==> src/rtl/alu_seq_pkg.sv <==
// Shared opcode encodings and sequencer state type for the bit-serial ALU.
// Opcodes match the combinational ripple ALU so both are interchangeable.
package alu_seq_pkg;

   localparam logic [3:0] ALU_AND = 4'b0000;
   localparam logic [3:0] ALU_OR  = 4'b0001;
   localparam logic [3:0] ALU_ADD = 4'b0010;
   localparam logic [3:0] ALU_SUB = 4'b0110;
   localparam logic [3:0] ALU_SLT = 4'b0111;
   localparam logic [3:0] ALU_NOR = 4'b1100;

   typedef enum logic [1:0] {
      IDLE,
      RUN,
      FIX,
      DONE
   } state_e;

endpackage

==> src/rtl/alu_seq_slice.sv <==
// One-bit ALU slice: full adder with optional B inversion plus logic ops.
// Reused once per cycle by the serial sequencer.
module alu_seq_slice
   import alu_seq_pkg::*;
(
   input  logic       a,
   input  logic       b,
   input  logic [3:0] alu_control,
   input  logic       carry_in,
   input  logic       less,
   output logic       result,
   output logic       carry_out,
   output logic       set,
   output logic       overflow
);

   logic b_eff;
   logic sum;

   always_comb begin
      // alu_control[2] selects B inversion (SUB/SLT)
      b_eff     = b ^ alu_control[2];
      sum       = a ^ b_eff ^ carry_in;
      carry_out = (a & b_eff) | (a & carry_in) | (b_eff & carry_in);
      set       = sum;
      overflow  = carry_in ^ carry_out;
      case (alu_control)
         ALU_AND: result = a & b;
         ALU_OR:  result = a | b;
         ALU_ADD: result = sum;
         ALU_SUB: result = sum;
         ALU_SLT: result = less;
         ALU_NOR: result = ~(a | b);
         default: result = 1'b0;
      endcase
   end

endmodule

==> src/rtl/alu_serial_seq.sv <==
// Bit-serial ALU sequencer: WIDTH slice cycles LSB first, then SLT fix-up.
// Define SLT_OVF_CORRECT_EN to correct the SLT set bit for subtraction overflow.
module alu_serial_seq
   import alu_seq_pkg::*;
#(
   parameter int unsigned WIDTH = 32
) (
   input  logic             clk,
   input  logic             reset,
   input  logic             req_valid,
   output logic             req_ready,
   input  logic [WIDTH-1:0] a,
   input  logic [WIDTH-1:0] b,
   input  logic [3:0]       alu_control,
   output logic             rsp_valid,
   input  logic             rsp_ready,
   output logic [WIDTH-1:0] result,
   output logic             zero,
   output logic             overflow
);

   localparam int unsigned     CW   = $clog2(WIDTH);
   localparam logic [CW-1:0]   LAST = CW'(WIDTH - 1);

   state_e           state_q, state_d;
   logic [WIDTH-1:0] a_q, a_d, b_q, b_d, res_q, res_d;
   logic [3:0]       op_q, op_d;
   logic [CW-1:0]    cnt_q, cnt_d;
   logic             carry_q, carry_d, set_q, set_d;
   logic             ovf_q, ovf_d, zero_q, zero_d;
   logic [WIDTH-1:0] fin;
   logic             s_res, s_cout, s_set, s_ovf;

   alu_seq_slice u_slice (
      .a           (a_q[0]),
      .b           (b_q[0]),
      .alu_control (op_q),
      .carry_in    (carry_q),
      .less        (1'b0),
      .result      (s_res),
      .carry_out   (s_cout),
      .set         (s_set),
      .overflow    (s_ovf)
   );

   always_ff @(posedge clk or posedge reset) begin
      if (reset) state_q <= IDLE;
      else       state_q <= state_d;
   end

   always_comb begin
      state_d = state_q;
      case (state_q)
         IDLE:    if (req_valid) state_d = RUN;
         RUN:     if (cnt_q == LAST) state_d = FIX;
         FIX:     state_d = DONE;
         DONE:    if (rsp_ready) state_d = IDLE;
         default: state_d = IDLE;
      endcase
   end

   always_comb begin
      req_ready = (state_q == IDLE);
      rsp_valid = (state_q == DONE);
   end

   // Operands shift right and results shift in at the MSB, so bit i of each
   // operand reaches the slice at step i and lands at result bit i after WIDTH steps.
   always_comb begin
      a_d     = a_q;
      b_d     = b_q;
      op_d    = op_q;
      res_d   = res_q;
      cnt_d   = cnt_q;
      carry_d = carry_q;
      set_d   = set_q;
      ovf_d   = ovf_q;
      zero_d  = zero_q;
      fin     = (op_q == ALU_SLT) ? {{(WIDTH-1){1'b0}}, set_q} : res_q;
      case (state_q)
         IDLE: if (req_valid) begin
            a_d     = a;
            b_d     = b;
            op_d    = alu_control;
            carry_d = (alu_control == ALU_SUB) || (alu_control == ALU_SLT);
            cnt_d   = '0;
            zero_d  = 1'b0;
            ovf_d   = 1'b0;
         end
         RUN: begin
            a_d     = a_q >> 1;
            b_d     = b_q >> 1;
            res_d   = {s_res, res_q[WIDTH-1:1]};
            carry_d = s_cout;
            if (cnt_q == LAST) begin
`ifdef SLT_OVF_CORRECT_EN
               set_d = s_set ^ s_ovf;
`else
               set_d = s_set;
`endif
               ovf_d = s_ovf;
            end else begin
               cnt_d = cnt_q + CW'(1);
            end
         end
         FIX: begin
            res_d  = fin;
            zero_d = (fin == '0);
            ovf_d  = ovf_q & ((op_q == ALU_ADD) || (op_q == ALU_SUB));
         end
         default: ;
      endcase
   end

   always_ff @(posedge clk or posedge reset) begin
      if (reset) begin
         a_q     <= '0;
         b_q     <= '0;
         op_q    <= '0;
         res_q   <= '0;
         cnt_q   <= '0;
         carry_q <= 1'b0;
         set_q   <= 1'b0;
         ovf_q   <= 1'b0;
         zero_q  <= 1'b0;
      end else begin
         a_q     <= a_d;
         b_q     <= b_d;
         op_q    <= op_d;
         res_q   <= res_d;
         cnt_q   <= cnt_d;
         carry_q <= carry_d;
         set_q   <= set_d;
         ovf_q   <= ovf_d;
         zero_q  <= zero_d;
      end
   end

   assign result   = res_q;
   assign zero     = zero_q;
   assign overflow = ovf_q;

endmodule

==> config.mk <==
export PLATFORM = sky130hd
export DESIGN_NAME = alu_serial_seq
export DESIGN_NICKNAME = d
export VERILOG_FILES = /design/src/rtl/alu_seq_pkg.sv /design/src/rtl/alu_seq_slice.sv /design/src/rtl/alu_serial_seq.sv
export SDC_FILE = /design/constraint.sdc
export NUM_CORES = 1
export LEC_CHECK = 0
export CORE_MARGIN = 2
export CORE_UTILIZATION = 48
export DETAILED_ROUTE_END_ITERATION = 16
export GPL_ROUTABILITY_DRIVEN = 0
export PLACE_DENSITY = 0.76
export SYNTH_ARGS = -nofsm -noshare
export SYNTH_HDL_FRONTEND = slang
export SYNTH_SLANG_ARGS = --single-unit
==> constraint.sdc <==
create_clock -name clk -period 6.62 [get_ports clk]
set_clock_uncertainty 0.2 [all_clocks]
set_input_delay 1.986 -clock clk [delete_from_list [all_inputs] [get_ports clk]]
set_output_delay 1.986 -clock clk [all_outputs]
set_load 0.005 [all_outputs]
==> impl_results.md <==
- Result of the run: finished, final reports clean
- Worst min-delay path class: register to register
- Final period util: 60.5%
- Number of routed nets with antenna violations: 0
- Data required time at the worst endpoint: 4.43 ns
- Netlist cell types: 40
- Met2 Routed Length: 4710 um
- Die width: 106 um
- First-pass GRT wire length: 16,900 um
- Top flip-flop cell by instance count after synthesis: dfrtp_1
- Cell row count: 37
- Post-place setup slack: 2.31 ns
- Synthesized netlist net count: 527
- Die Height: 106 um
- Reported leakage power: 2.77 nW
- Largest area contributor in the netlist: dfrtp_1
- Core Box Area: 10,200 um2
- Yosys synthesis warning count: 0
- Count of filler cells inserted in the layout: 838
- Element type at the critical path start: register
- Maximum count of clock buffers along a single path: 2
- Number of enable flip-flop cells after synthesis: 0
- CP endpoint kind: primary output
- Final-report max-slew violation count: 0
- GRT Overall Usage: 18.7%
- Area share of xor/xnor cells in the synthesized design: 0.350%
- # IOs: 108
- Initial core utilization: 49.0%
- Sinks on the clock net: 111
- Worst-case register-to-register setup slack: 3.74 ns
- Root cell of the clock tree: clkbuf_8
- Final setup fails: 0
- Overall die area: 11,300 um2
- # DRC: 0
- Area share of fa/ha/maj cells after synthesis: 2.10%
- Multiplexer share of the synthesized area: 13.9%
- Logic pwr share: 43.6%
- Buffers on Ports: 107
- Combined area of all synthesized cells: 5010 um2
- Cell count after synthesis: 448
- Number of post-CTS setup repair buffers: 0
- Avg WL per Cell: 14.8 um
- Achievable Freq: 250 MHz
- Arrival time of the worst setup path: 1.82 ns
- Clock latency on the worst-skew pair: 0.36 ns
- Switching Share: 39.9%
- Count of hold-fix buffers inserted at cts: 0
- Length of routed met3 wiring: 562 um
- Seq cells post-synth: 111
- Final Critical Period: 4.00 ns
- Share of synthesized flip-flops with an asynchronous set or reset: 100%
- Cells taking the most area after synthesis: dfrtp_1 55%, mux2i_1 13%, a22o_1 6.6%
- Uppermost layer routed: met4
- Total gr overflow: 0
- CTS clk-pin slew, worst paths: 0.10 ns
- Flop pwr share: 41.0%
- Drt first pass iters: 6
- Number of antenna violations at the first check in global routing: 0
- IR Drop Worst-Case VDD: 0.000291 V
- Worst-margin pin slew: 1.18 ns
- Setup repair after global routing missed its margin: false
- Num CTS Buffers: 9
- Worst-case headroom to the max-slew limit: 21.2%
- CTS H-tree lvls: 3
- Routed vias: 3,624
- Most frequent cells after synthesis: 111 x dfrtp_1, 72 x nand2_1, 63 x mux2i_1
- Maximum net fanout on the critical path: 6
- Post-CTS resize count: 0
- Fraction of synthesized cell area taken by the top area cell type: 55.5%
- Largest net degree at the start of global routing: 134
- Final #Nets: 618
- Clock tree from TritonCTS: yes
- Combinational family with the most area after synthesis: compound AO/OA/AOI/OAI gates
- Total Wirelength: 10,000 um
- Part of the Yosys area used for sequential elements: 55.5%
- Antenna diode instance count: 0
- Basic-gate share of the synthesized area counting and, or, nand and nor cells: 9.54%
- Routed length on met1: 4650 um
- Synthesized-area fraction occupied by ao, oa, aoi and oai cells: 15.3%
- Fraction of final layout cells sized beyond drive strength 1: 6.25%
- DRC violation total after the first TritonRoute iteration: 148
- Mean instance size in the synthesized netlist: 11.2 um2
- DR vias/cell: 5.33
- Switching component of the power: 1.07 mW
- Type of the worst setup path: register to primary output
- Layout area overhead: 27.1%
- Vias in the first global route: 3,475
- Hold Violations, Final: 0
- Total negative slack: 0 ns
- PnR worst setup slack: 2.62 ns
- Post-DP HPWL: 7040 um
- Most instantiated library cell after synthesis: dfrtp_1
- Internal power consumption: 1.62 mW
- Cell Pwr Density: 423 nW/um2
- Clock network fraction of design power: 15.4%
- Number of maximum-capacitance constraint violations: 0
==> cells in the final DEF (no fill, tap or decap), types with 2 or more instances in the layout <==
cell             synthesis  final
nor3_1                   4      4
o21ai_0                 55     55
mux2_2                   6      6
nor2_1                   6      6
inv_6                    0      2
buf_4                    1      3
clkdlybuf4s50_1          0    107
xnor2_1                  2      2
nor4_2                   4      4
inv_1                    7      6
nand2_1                 72     72
nor4_1                   4      4
nor2b_1                  3      2
a21oi_1                  3      3
dfrtp_1                111    111
mux2i_1                 63     63
nand4b_1                 2      2
nand4_1                  2      2
o21ai_1                 12     11
ha_1                     6      5
clkinv_2                 0      2
clkbuf_8                 0      9
a22o_1                  38     38
==> cells by family after synthesis <==
kind of cell / count (synthesis)
flip-flops: 111
XOR/XNOR: 2
adder cells (fa/ha/maj): 8
AND/OR/NAND/NOR: 103
multiplexers: 69
buffers and inverters: 37
AO/OA/AOI/OAI: 118
==> critical path, stage by stage (launching register included) <==
cell	delay, ns
dfrtp_1	0.44
inv_1	0.12
ha_1	0.35
clkdlybuf4s50_1	0.56
==> area by class of cell <==
cell class	instances	area (um2)	share of cell area [%]
clock buffer	9	124	1.95
multi-input combinational	300	2090	32.9
tap	136	170	2.67
inverter	7	28.8	0.452
clock inverter	7	77.6	1.22
timing repair buffer	110	1090	17.2
sequential	111	2780	43.6
==> power by group through the flow <==
| stage | Sequential (mW) | Clock, mW | Combinational (mW) |
|---|---|---|---|
| final | 1.10 | 0.415 | 1.17 |
| after global routing | 1.14 | 0.456 | 1.32 |
| after CTS | 1.11 | 0.425 | 1.19 |
| after detailed placement | 1.12 | 0 | 1.20 |
| after global placement | 1.11 | 0 | 1.14 |
| after floorplan | 1.07 | 0 | 0.949 |
==> flip-flops by register name, summed over array words and instances (netlist names) <==
signal,flops
carry_q,1
overflow,1
zero,1
state_q,2
op_q,4
set_q,1
a_q,32
result,32
b_q,32
cnt_q,5
==> final timing paths <==
check	start	endpoint	cells after the start
worst max register to register	state_q[1]	b_q[26]	6
worst min-delay path	b_q[1]	b_q[1]	2
max in group asynchronous	reset	a_q[29]	3
worst max-delay path	state_q[0]	req_ready	3
min in group asynchronous	reset	b_q[6]	2
worst min register to register	b_q[1]	b_q[1]	2
==> layer usage <==
layer  track usage, %  up-vias
met5                0        -
met4             5.55        0
met3             4.29       11
met2             29.3       86
met1             26.1     1737
li1                 -     1790
==> through the flow <==
stage / power, mW / std cells / hold WS [ns] / cell area (um2) / utilization [%]
after floorplan: 2.02 / 448 / 0.250 / 5010 / -
after global placement: 2.25 / 664 / 0.260 / 6160 / 60.2
after detailed placement: 2.31 / 664 / 0.271 / 6160 / 60.2
after CTS: 2.72 / 680 / 0.294 / 6360 / 62.2
after global routing: 2.92 / 680 / 0.316 / 6360 / 62.2
final: 2.69 / 680 / 0.287 / 6360 / 62.2
Power figures use the tool's default switching activity.
